`config.mk`:
```
export PLATFORM = sky130hd
export DESIGN_NAME = ysyx_22040759_mem_stage_flat
export DESIGN_NICKNAME = d
export VERILOG_FILES = /design/src/rtl/ysyx_22040759_mem_stage_pkg.sv /design/src/rtl/ysyx_22040759_mem_stage_if.sv /design/src/rtl/ysyx_22040759_mem_stage_ld_align.sv /design/src/rtl/ysyx_22040759_mem_stage.sv /design/src/flat_wrapper.sv
export SDC_FILE = /design/constraint.sdc
export NUM_CORES = 1
export LEC_CHECK = 0
export CAP_MARGIN = 30
export CORE_AREA = 2 2 242 244
export DETAILED_ROUTE_END_ITERATION = 16
export DIE_AREA = 0 0 244 246
export GPL_TIMING_DRIVEN = 0
export PLACE_DENSITY = 0.58
export SYNTH_ARGS = -nofsm -noshare
export SYNTH_HDL_FRONTEND = slang
export SYNTH_HIERARCHICAL = 1
export SYNTH_SLANG_ARGS = --single-unit
```
`constraint.sdc`:
```
create_clock -name clk -period 7.07 [get_ports clk]
set_input_delay 1.414 -clock clk [delete_from_list [all_inputs] [get_ports clk]]
set_output_delay 1.414 -clock clk [all_outputs]
set_load 0.005 [all_outputs]
```
`src/rtl/ysyx_22040759_mem_stage_pkg.sv`:
```
// Shared encodings and bus layouts for the MEM stage and its load aligner.
package ysyx_22040759_mem_stage_pkg;

    localparam int ES_BUS_WIDTH = 205;
    localparam int MS_BUS_WIDTH = 200;
    localparam int FWD_WIDTH    = 70;

    // WB write-back source select
    localparam logic [1:0] WREG_ALU = 2'd0;
    localparam logic [1:0] WREG_MEM = 2'd1;
    localparam logic [1:0] WREG_PC4 = 2'd2;

    // Access size
    localparam logic [1:0] SZ_B = 2'd0;
    localparam logic [1:0] SZ_H = 2'd1;
    localparam logic [1:0] SZ_W = 2'd2;
    localparam logic [1:0] SZ_D = 2'd3;

    typedef enum logic [1:0] {
        MS_IDLE = 2'd0,
        MS_REQ  = 2'd1,
        MS_WAIT = 2'd2,
        MS_DONE = 2'd3
    } ms_state_e;

    // EX -> MEM bus, MSB first
    typedef struct packed {
        logic        reg_wen;
        logic [4:0]  rd;
        logic [1:0]  wreg_sel;
        logic        mem_re;
        logic        mem_we;
        logic [1:0]  size;
        logic        uns;
        logic [63:0] st_data;
        logic [63:0] alu_res;
        logic [63:0] pc;
    } es_bus_t;

    // Byte enables of an aligned access of the given size
    function automatic logic [7:0] size_mask(input logic [1:0] size);
        case (size)
            SZ_B:    return 8'h01;
            SZ_H:    return 8'h03;
            SZ_W:    return 8'h0F;
            default: return 8'hFF;
        endcase
    endfunction

endpackage

```
`src/rtl/ysyx_22040759_mem_stage_if.sv`:
```
// Data-memory request/response port (req/gnt/rvalid).
interface ysyx_22040759_mem_stage_if;

    logic        dmem_req;
    logic        dmem_we;
    logic [63:0] dmem_addr;
    logic [63:0] dmem_wdata;
    logic [7:0]  dmem_wmask;
    logic        dmem_gnt;
    logic        dmem_rvalid;
    logic [63:0] dmem_rdata;

    modport master (
        output dmem_req, dmem_we, dmem_addr, dmem_wdata, dmem_wmask,
        input  dmem_gnt, dmem_rvalid, dmem_rdata
    );

    modport slave (
        input  dmem_req, dmem_we, dmem_addr, dmem_wdata, dmem_wmask,
        output dmem_gnt, dmem_rvalid, dmem_rdata
    );

endinterface

```
`src/rtl/ysyx_22040759_mem_stage_ld_align.sv`:
```
// Combinational load extract/extend: shifts the raw 8-byte word down to the
// addressed byte, keeps 8/16/32/64 bits and zero- or sign-extends to 64 bits.
module ysyx_22040759_ld_align
    import ysyx_22040759_mem_stage_pkg::*;
(
    input  logic [63:0] raw,
    input  logic [2:0]  off,
    input  logic [1:0]  size,
    input  logic        uns,
    output logic [63:0] data
);

    logic [63:0] sh;

    // Shift to the addressed byte, then select width and extension
    always_comb begin
        sh = raw >> {off, 3'b000};
        case (size)
            SZ_B:    data = uns ? {56'd0, sh[7:0]}  : {{56{sh[7]}},  sh[7:0]};
            SZ_H:    data = uns ? {48'd0, sh[15:0]} : {{48{sh[15]}}, sh[15:0]};
            SZ_W:    data = uns ? {32'd0, sh[31:0]} : {{32{sh[31]}}, sh[31:0]};
            default: data = sh;
        endcase
    end

endmodule

```
`src/rtl/ysyx_22040759_mem_stage.sv`:
```
// MEM pipeline stage: latches the EX bus, issues one load/store on the
// req/gnt/rvalid port, aligns load data and hands the result to WB.
// Optional feature macro: MS_FWD_EN (adds ms_to_ds_fwd and ms_load_busy).
module ysyx_22040759_mem_stage
    import ysyx_22040759_mem_stage_pkg::*;
#(
    parameter int ES_BUS_W = ES_BUS_WIDTH,
    parameter int MS_BUS_W = MS_BUS_WIDTH
) (
    input  logic                clk,
    input  logic                rst,
    input  logic                es_to_ms_valid,
    input  logic [ES_BUS_W-1:0] es_to_ms_bus,
    output logic                ms_allowin,
    input  logic                ws_allowin,
    output logic                ms_to_ws_valid,
    output logic [MS_BUS_W-1:0] ms_to_ws_bus,
`ifdef MS_FWD_EN
    output logic [FWD_WIDTH-1:0] ms_to_ds_fwd,
    output logic                 ms_load_busy,
`endif
    ysyx_22040759_mem_stage_if.master dmem
);

    es_bus_t     es_bus;
    es_bus_t     bus_q, bus_d;
    logic        ms_valid_q, ms_valid_d;
    ms_state_e   state_q, state_d;
    logic        req_q, req_d;
    logic [63:0] rdata_q, rdata_d;
    logic [63:0] ld_data;
    logic [63:0] rdata_out;
    logic [15:0] wmask_wide;
    logic        is_mem, is_store, is_load, new_is_mem, ms_ready_go;

    assign es_bus     = es_bus_t'(es_to_ms_bus);
    assign is_store   = bus_q.mem_we;
    assign is_load    = bus_q.mem_re && !bus_q.mem_we;
    assign is_mem     = bus_q.mem_re || bus_q.mem_we;
    assign new_is_mem = es_bus.mem_re || es_bus.mem_we;

    assign ms_ready_go    = !is_mem || (state_q == MS_DONE);
    assign ms_allowin     = !ms_valid_q || (ms_ready_go && ws_allowin);
    assign ms_to_ws_valid = ms_valid_q && ms_ready_go;

    ysyx_22040759_ld_align u_ld_align (
        .raw  (dmem.dmem_rdata),
        .off  (bus_q.alu_res[2:0]),
        .size (bus_q.size),
        .uns  (bus_q.uns),
        .data (ld_data)
    );

    // Next-state: access FSM, then stage hand-over (which restarts the FSM)
    always_comb begin
        ms_valid_d = ms_valid_q;
        state_d    = state_q;
        bus_d      = bus_q;
        rdata_d    = rdata_q;
        if (ms_valid_q) begin
            case (state_q)
                MS_REQ:  if (dmem.dmem_gnt) state_d = is_store ? MS_DONE : MS_WAIT;
                MS_WAIT: if (dmem.dmem_rvalid) begin
                    rdata_d = ld_data;
                    state_d = MS_DONE;
                end
                default: ;
            endcase
        end
        if (ms_allowin) begin
            ms_valid_d = es_to_ms_valid;
            state_d    = MS_IDLE;
            if (es_to_ms_valid) begin
                bus_d = es_bus;
                if (new_is_mem) state_d = MS_REQ;
            end
        end
        req_d = (state_d == MS_REQ);
    end

    // Control state; reset returns the stage to empty/IDLE mid-access
    always_ff @(posedge clk) begin
        if (!rst) begin
            ms_valid_q <= 1'b0;
            state_q    <= MS_IDLE;
            req_q      <= 1'b0;
        end else begin
            ms_valid_q <= ms_valid_d;
            state_q    <= state_d;
            req_q      <= req_d;
        end
    end

    // Instruction bus and captured load data carry no reset
    always_ff @(posedge clk) begin
        bus_q   <= bus_d;
        rdata_q <= rdata_d;
    end

    // Memory request fields; bytes past the 8-byte boundary are dropped
    always_comb begin
        wmask_wide       = {8'h00, size_mask(bus_q.size)} << bus_q.alu_res[2:0];
        dmem.dmem_req    = req_q;
        dmem.dmem_we     = is_store;
        dmem.dmem_addr   = {bus_q.alu_res[63:3], 3'b000};
        dmem.dmem_wdata  = bus_q.st_data << {bus_q.alu_res[2:0], 3'b000};
        dmem.dmem_wmask  = is_store ? wmask_wide[7:0] : 8'h00;
        rdata_out        = is_load ? rdata_q : 64'd0;
        ms_to_ws_bus     = {bus_q.reg_wen, bus_q.rd, bus_q.wreg_sel,
                            rdata_out, bus_q.alu_res, bus_q.pc};
    end

`ifdef MS_FWD_EN
    logic [63:0] wb_value;

    // Same write-back value selection WB applies
    always_comb begin
        case (bus_q.wreg_sel)
            WREG_PC4: wb_value = bus_q.pc + 64'd4;
            WREG_MEM: wb_value = rdata_out;
            default:  wb_value = bus_q.alu_res;
        endcase
        ms_to_ds_fwd = {ms_valid_q && bus_q.reg_wen && ms_ready_go, bus_q.rd, wb_value};
        ms_load_busy = ms_valid_q && bus_q.mem_re && !ms_ready_go;
    end
`endif

endmodule

```
`src/flat_wrapper.sv`:
```
// flat-port wrapper written by rule: the top's interface ports become plain ports
module ysyx_22040759_mem_stage_flat import ysyx_22040759_mem_stage_pkg::*;
#(
    parameter int ES_BUS_W = ES_BUS_WIDTH,
    parameter int MS_BUS_W = MS_BUS_WIDTH
)
  (clk, rst, es_to_ms_valid, es_to_ms_bus, ms_allowin, ws_allowin, ms_to_ws_valid, ms_to_ws_bus, dmem_dmem_req, dmem_dmem_we, dmem_dmem_addr, dmem_dmem_wdata, dmem_dmem_wmask, dmem_dmem_gnt, dmem_dmem_rvalid, dmem_dmem_rdata);
  ysyx_22040759_mem_stage_if dmem_i ();
  input  logic clk;
  input  logic rst;
  input  logic es_to_ms_valid;
  input  logic [ES_BUS_W-1:0] es_to_ms_bus;
  output logic ms_allowin;
  input  logic ws_allowin;
  output logic ms_to_ws_valid;
  output logic [MS_BUS_W-1:0] ms_to_ws_bus;
  output wire logic [$bits(dmem_i.dmem_req)-1:0] dmem_dmem_req;
  output wire logic [$bits(dmem_i.dmem_we)-1:0] dmem_dmem_we;
  output wire logic [$bits(dmem_i.dmem_addr)-1:0] dmem_dmem_addr;
  output wire logic [$bits(dmem_i.dmem_wdata)-1:0] dmem_dmem_wdata;
  output wire logic [$bits(dmem_i.dmem_wmask)-1:0] dmem_dmem_wmask;
  input wire logic [$bits(dmem_i.dmem_gnt)-1:0] dmem_dmem_gnt;
  input wire logic [$bits(dmem_i.dmem_rvalid)-1:0] dmem_dmem_rvalid;
  input wire logic [$bits(dmem_i.dmem_rdata)-1:0] dmem_dmem_rdata;
  assign dmem_dmem_req = dmem_i.dmem_req;
  assign dmem_dmem_we = dmem_i.dmem_we;
  assign dmem_dmem_addr = dmem_i.dmem_addr;
  assign dmem_dmem_wdata = dmem_i.dmem_wdata;
  assign dmem_dmem_wmask = dmem_i.dmem_wmask;
  assign dmem_i.dmem_gnt = dmem_dmem_gnt;
  assign dmem_i.dmem_rvalid = dmem_dmem_rvalid;
  assign dmem_i.dmem_rdata = dmem_dmem_rdata;
  ysyx_22040759_mem_stage #(.ES_BUS_W(ES_BUS_W), .MS_BUS_W(MS_BUS_W)) u_core (.clk(clk), .rst(rst), .es_to_ms_valid(es_to_ms_valid), .es_to_ms_bus(es_to_ms_bus), .ms_allowin(ms_allowin), .ws_allowin(ws_allowin), .ms_to_ws_valid(ms_to_ws_valid), .ms_to_ws_bus(ms_to_ws_bus), .dmem(dmem_i));
endmodule
```
==> run_results.csv, run 1 <==
group,metric,value,unit
logic_synthesis,syn-instance-count,1149,
floorplanning,die_y,246,um
floorplanning,rows,88,
placement,dp_hpwl,50.6,mm
critical_path,crit_path_max_fanout,10,
critical_path,crit_chain,"buf_2 > inv_2 > nand2_1 > buf_2 > o22ai_1 > clkdlybuf4s50_1",
placement,io_buffer_count,611,
critical_path,cp_slowest_cell,"clkdlybuf4s50_1",
critical_path,reg2reg_from,"u_core/dmem.dmem_we$_DFFE_PP_",
critical_path,cp_common_cell,"buf_2",
layout,final_cells,2587,
logic_synthesis,yosysMostFrequentCell,"edfxtp_1",
clocking,cts_hold_buffers,0,
timing,finalHoldViolCount,0,
global_routing,grt_pass1_vias,12000,
logic_synthesis,async_flop_share,0,%
logic_synthesis,synthTopCellsByArea,"edfxtp_1 (55%), buf_4 (11%), mux2i_1 (7.6%)",
clocking,cts_max_level,1,
global_routing,grt_pass1_wl,86.3,mm
detailed_routing,viasPerCell,4.58,
clocking,cts.sinks,273,
logic_synthesis,yosys_warnings,6,
timing,fin_crit_sh,65.3,%
clocking,cts.clk_slew.worst_paths,0.07,ns
floorplanning,core,57400,um^2
logic_synthesis,synth-seq-area-share,55.5,%
global_routing,gr-total-overflow,0,
layout,fin_area,23000,um^2
timing,rsz0062_at_grt,"no",
timing,relSlewSlack,38.6,%
placement,dpl_cell_area,21800,um^2
logic_synthesis,synth.cell_area,14700,um^2
logic_synthesis,synth_ff_type,"edfxtp_1",
critical_path,required,5.66,ns
timing,tightest_slew,0.915,ns
critical_path,arrival,3.20,ns
layout,n_fill_cell,5435,
logic_synthesis,synth-edff-count,269,
logic_synthesis,synth_common_cells,"edfxtp_1 (269), buf_4 (216), mux2i_1 (112)",
layout,area_growth,56.5,%
status,status,"finished, final reports clean",
timing,tns,0,ns
detailed_routing,antenna_left,0,
timing,finClkSkew,0.0209,ns
hold_path,hp-start,"u_core/ms_valid_q$_SDFFE_PN0P_",
clocking,clock_latency,0.59,ns
critical_path,crit_type,"flop to output port",
critical_path,crit_path_end_kind,"output port",
logic_synthesis,synth_area_leader_cell,"edfxtp_1",
floorplanning,die_area,60000,um^2
logic_synthesis,synth_cell_types,56,
detailed_routing,routedWlPerCell,24.3,um
detailed_routing,vias,11900,
placement,place_congestion,0.946,
clocking,cts_buffers,31,
clocking,root_buffer,"clkbuf_16",
layout,fin_nets,2075,
detailed_routing,routed_wl,63.0,mm
clocking,cts_setup_buffers,0,
clocking,ctsResizeCount,0,
logic_synthesis,syn_avg_cell_area,12.8,um^2
flow_run,drv_cap,0,
layout,multi_input_area,4530,um^2
detailed_routing,drt_iter0_markers,916,
timing,setup_viol,0,
placement,placed_cells_incl_taps,2528,
global_routing,antenna_found_initial,8,
floorplanning,fp.dieW,244,um
hold_path,hold_path.class,"flop to flop",
timing,period_minus_slack,4.62,ns
layout,drive_gt1_share,21.1,%
critical_path,slowest_delay,0.66,ns
detailed_routing,first_pass_iters,5,
power,leakagePower,8.75,nW
global_routing,grt_max_degree,133,
timing,slew_violations,0,
floorplanning,ios,615,
critical_path,cp-start-kind,"flop",
detailed_routing,drc,0,
critical_path,crit_start,"u_core/ms_to_ws_bus[66]$_DFFE_PP_",
clocking,cts.path.max_buffers,3,
global_routing,grtUsageTotal,19.9,%
layout,seq_area,8160,um^2
timing,fin_hold_ws,0.767,ns
logic_synthesis,ys_ff_latch,273,
power,p_per_area,206,nW/um^2
floorplanning,initial_core_util,25.6,%
logic_synthesis,yosysTopAreaCellShare,54.9,%
timing,max_freq,217,MHz
power,ir_worst_vdd,0.000209,V
clocking,cts_tree,"built",
[metal layers]
metal | track usage, % | share of wire [%] | vias to the layer above | routed length, um
met5 | 0 | 0.15 | - | 94
met4 | 5.67 | 2.8 | 14 | 1730
met3 | 6.29 | 8.9 | 104 | 5630
met2 | 35.4 | 51 | 615 | 31900
met1 | 22.8 | 37 | 5801 | 23600
li1 | - | - | 5323 | -
[cell families after synthesis]
group,Yosys count,share of synthesized area (%)
compound gates,144,6.49
fa+ha+maj,4,0.340
buf+inv,284,13.8
flops,273,55.5
mux,173,14.4
other cells,1,0.0255
simple gates,270,9.44
[state kept, by name, indices dropped and copies added, names as in the netlist]
signal                 cells
u_core/bus_q              68
u_core/dmem.dmem_addr     61
u_core/dmem.dmem_req       1
u_core/dmem.dmem_we        1
u_core/ms_to_ws_bus       75
u_core/ms_valid_q          1
u_core/rdata_q            64
u_core/state_q             2
[path summary, 6_finish.rpt]
kind | end | slack, ns | cells past startpoint
max | dmem_dmem_wdata[43] | 2.45 | 6
max reg2reg | u_core/ms_to_ws_bus[1]$_DFFE_PP_ | 4.30 | 6
min reg2reg | u_core/ms_valid_q$_SDFFE_PN0P_ | 0.77 | 2
min | u_core/ms_valid_q$_SDFFE_PN0P_ | 0.77 | 2
[worst max-delay path, delay by kind of cell (launching register included)]
family                 cells  cell delay, ns
AOI/OAI and AO/OA          1            0.35
and+or+nand+nor            1            0.33
buffers and inverters      4            1.45
DFF                        1            0.48
[power by group]
group / internal [mW] / switching, mW
Combinational: 0.533 / 0.404
Clock: 1.17 / 0.698
Sequential: 1.88 / 0.0486
[through the flow]
stage          setup slack [ns]  power (mW)  utilization, %
2_1_floorplan             0.856        2.34               -
3_3_place_gp              -1.65        2.91            38.0
3_5_place_dp               2.98        2.90            38.1
4_1_cts                    2.32        4.79            40.1
5_1_grt                    2.29        4.90            40.1
6_report                   2.45        4.73            40.1
[layout by cell type (no fill, tap or decap), types with 9 or more instances in the layout]
master	n
clkdlybuf4s50_1	611
edfxtp_1	269
buf_4	216
mux2i_1	112
and2_1	77
nand2_1	72
nor2_1	52
o21ai_0	33
clkbuf_16	31
mux2_2	29
a21oi_1	27
buf_2	27
nand4_1	27
mux4_2	25
clkbuf_1	18
o22ai_1	17
buf_6	15
o2111ai_1	14
o211ai_1	12
o2bb2ai_1	11
nand3_1	11
bufinv_16	10
o21ai_1	9
[area by class of cell]
type | count | area share (%)
flip-flops and latches | 273 | 35.5
repair buffers | 612 | 26.7
multi-input cells | 594 | 19.7
plain buffers | 279 | 8.77
well taps | 765 | 4.16
clock buffers | 32 | 3.39
clock inverters | 26 | 1.74
inverters | 5 | 0.114
diodes | 1 | 0.0109
No activity file was read; power rests on OpenSTA's default activity.
==> inputs of run 2 (changes only) <==
- clock period: 7.07 -> 4.6 ns (I/O delays scaled with it)
==> run 2 against run 1 <==
Against the previous run: combinational power up 55%; sequential power up 53%; critical path depth down 1; largest cell class unchanged.
==> run_results.csv, run 2 (synthesis gave the netlist of run 1 again) <==
group,metric,value,unit
critical_path,rr_endpoint,"u_core/ms_to_ws_bus[13]$_DFFE_PP_",
clocking,cts_buffers,34,
clocking,clock_latency,0.53,ns
global_routing,grt_max_degree,65,
clocking,cts_tree,"built",
clocking,cts.path.max_buffers,3,
detailed_routing,routedWlPerCell,24.2,um
floorplanning,initial_core_util,25.6,%
timing,relSlewSlack,40.9,%
layout,area_growth,56.7,%
critical_path,crit_buf_inv,3,
flow_run,drv_cap,0,
clocking,cts.clk_slew.worst_paths,0.06,ns
clocking,root_buffer,"clkbuf_16",
placement,dp_hpwl,50.5,mm
hold_path,hold_path.class,"flop to flop",
timing,slew_violations,0,
power,leakagePower,8.77,nW
placement,placed_cells_incl_taps,2532,
critical_path,slowest_delay,0.73,ns
power,p_per_area,310,nW/um^2
timing,period_minus_slack,4.01,ns
placement,io_buffer_count,611,
global_routing,grtUsageTotal,19.9,%
critical_path,crit_path_max_fanout,10,
layout,fin_nets,2082,
timing,rsz0062_at_grt,"no",
critical_path,cp.depth,5,
detailed_routing,first_pass_iters,12,
clocking,cts_hold_buffers,0,
floorplanning,fp.dieW,244,um
layout,final_cells,2594,
detailed_routing,viasPerCell,4.57,
timing,tns,0,ns
critical_path,cp_slowest_cell,"nor3_2",
power,ir_worst_vdd,0.000243,V
timing,finalHoldViolCount,0,
clocking,cts.sinks,273,
critical_path,crit_path_end_kind,"output port",
global_routing,grt_pass1_vias,12000,
placement,place_congestion,0.949,
critical_path,reg2reg_depth,8,
detailed_routing,vias,11800,
critical_path,cp-start-kind,"flop",
placement,dpl_cell_area,21900,um^2
layout,largest_reg_flops,75,
timing,setup_viol,0,
detailed_routing,routed_wl,62.8,mm
detailed_routing,drt_iter0_markers,1102,
floorplanning,ios,615,
global_routing,gr-total-overflow,0,
status,status,"finished, final reports clean",
layout,drive_gt1_share,21.3,%
clocking,ctsResizeCount,0,
clocking,cts_setup_buffers,0,
global_routing,antenna_found_initial,6,
timing,max_freq,249,MHz
timing,tightest_slew,0.886,ns
timing,fin_crit_sh,87.2,%
floorplanning,die_area,60000,um^2
critical_path,reg2reg_from,"u_core/dmem.dmem_we$_DFFE_PP_",
timing,finClkSkew,0.0151,ns
detailed_routing,drc,0,
critical_path,crit_type,"flop to output port",
layout,finish.utilization,40.2,%
floorplanning,core,57400,um^2
layout,final_cell_mix,"clkdlybuf4s50_1 (611), edfxtp_1 (269), buf_4 (216)",
critical_path,arrival,3.09,ns
layout,layout_commonest_cell,"clkdlybuf4s50_1",
global_routing,grt_pass1_wl,86.3,mm
layout,fin_area,23000,um^2
floorplanning,die_y,246,um
power,finalPower,7.13,mW
floorplanning,rows,88,
critical_path,required,3.68,ns
critical_path,crit_chain,"buf_6 > buf_4 > nor3_2 > and2_1 > clkdlybuf4s50_1",
clocking,cts_max_level,2,
critical_path,critical_path.top_delay_family,"buffers and inverters",
critical_path,crit_path_end,"dmem_dmem_wdata[0]",
critical_path,r2r_setup_slack,1.80,ns
critical_path,crit_start,"u_core/ms_to_ws_bus[65]$_DFFE_PP_",
detailed_routing,antenna_left,0,
[run 2: worst min-delay path by stage]
stage | startpoint | endpoint | slack (ns) | cells after the start
6_report | u_core/ms_valid_q$_SDFFE_PN0P_ | u_core/state_q[1]$_SDFF_PN0_ | 0.74 | 2
5_1_grt | u_core/ms_valid_q$_SDFFE_PN0P_ | u_core/state_q[1]$_SDFF_PN0_ | 0.77 | 2
4_1_cts | u_core/ms_valid_q$_SDFFE_PN0P_ | u_core/state_q[1]$_SDFF_PN0_ | 0.74 | 2
3_5_place_dp | u_core/ms_valid_q$_SDFFE_PN0P_ | u_core/state_q[1]$_SDFF_PN0_ | 0.73 | 2
3_3_place_gp | u_core/ms_valid_q$_SDFFE_PN0P_ | u_core/state_q[1]$_SDFF_PN0_ | 0.70 | 2
2_1_floorplan | u_core/ms_valid_q$_SDFFE_PN0P_ | u_core/dmem.dmem_req$_SDFF_PN0_ | 0.65 | 3
[run 2: layer usage]
metal | wire length, um | part of all wire, % | vias to the layer above | global-route usage, %
li1 | - | - | 5331 | -
met1 | 23800 | 38 | 5713 | 23.1
met2 | 30800 | 49 | 669 | 34.1
met3 | 5600 | 8.9 | 121 | 6.51
met4 | 2490 | 4.0 | 12 | 7.53
met5 | 81 | 0.13 | - | 0
[run 2: per-stage QoR]
step                      worst slack [ns]  hold slack [ns]
after detailed placement              1.11            0.727
after CTS                            0.502            0.736
after global routing                 0.492            0.771
final                                0.591            0.741
after global placement               -2.24            0.698
after floorplan                    -0.0650            0.647
[run 2: cell type report]
cell class              count  area (um^2)
inverters                   5         22.5
multi-input cells         594         4540
well taps                 765          957
fillers                  5464        34300
clock buffers              39          891
flip-flops and latches    273         8160
repair buffers            616         6220
clock inverters            22          231
plain buffers             279         2020
diodes                      1         2.50
[run 2: where the power goes]
part / switching [mW] / internal (mW) / leakage, nW / total [mW]
Clock: 1.10 / 1.63 / 0.554 / 2.72
Sequential: 0.0742 / 2.89 / 2.58 / 2.96
Combinational: 0.619 / 0.829 / 5.64 / 1.45
Total: 1.79 / 5.34 / 8.77 / 7.13
[run 2: worst min-delay path: stages, from the launching register on]
cell and delay [ns]:
dfxtp_1 0.36, a21boi_4 0.18, and3_1 0.16
==> inputs of run 3 (changes only) <==
- ABC_CLOCK_PERIOD_IN_PS: unset -> 4600
==> results of run 3 <==
The final DEF is identical to that of run 2; final timing and power are the same.
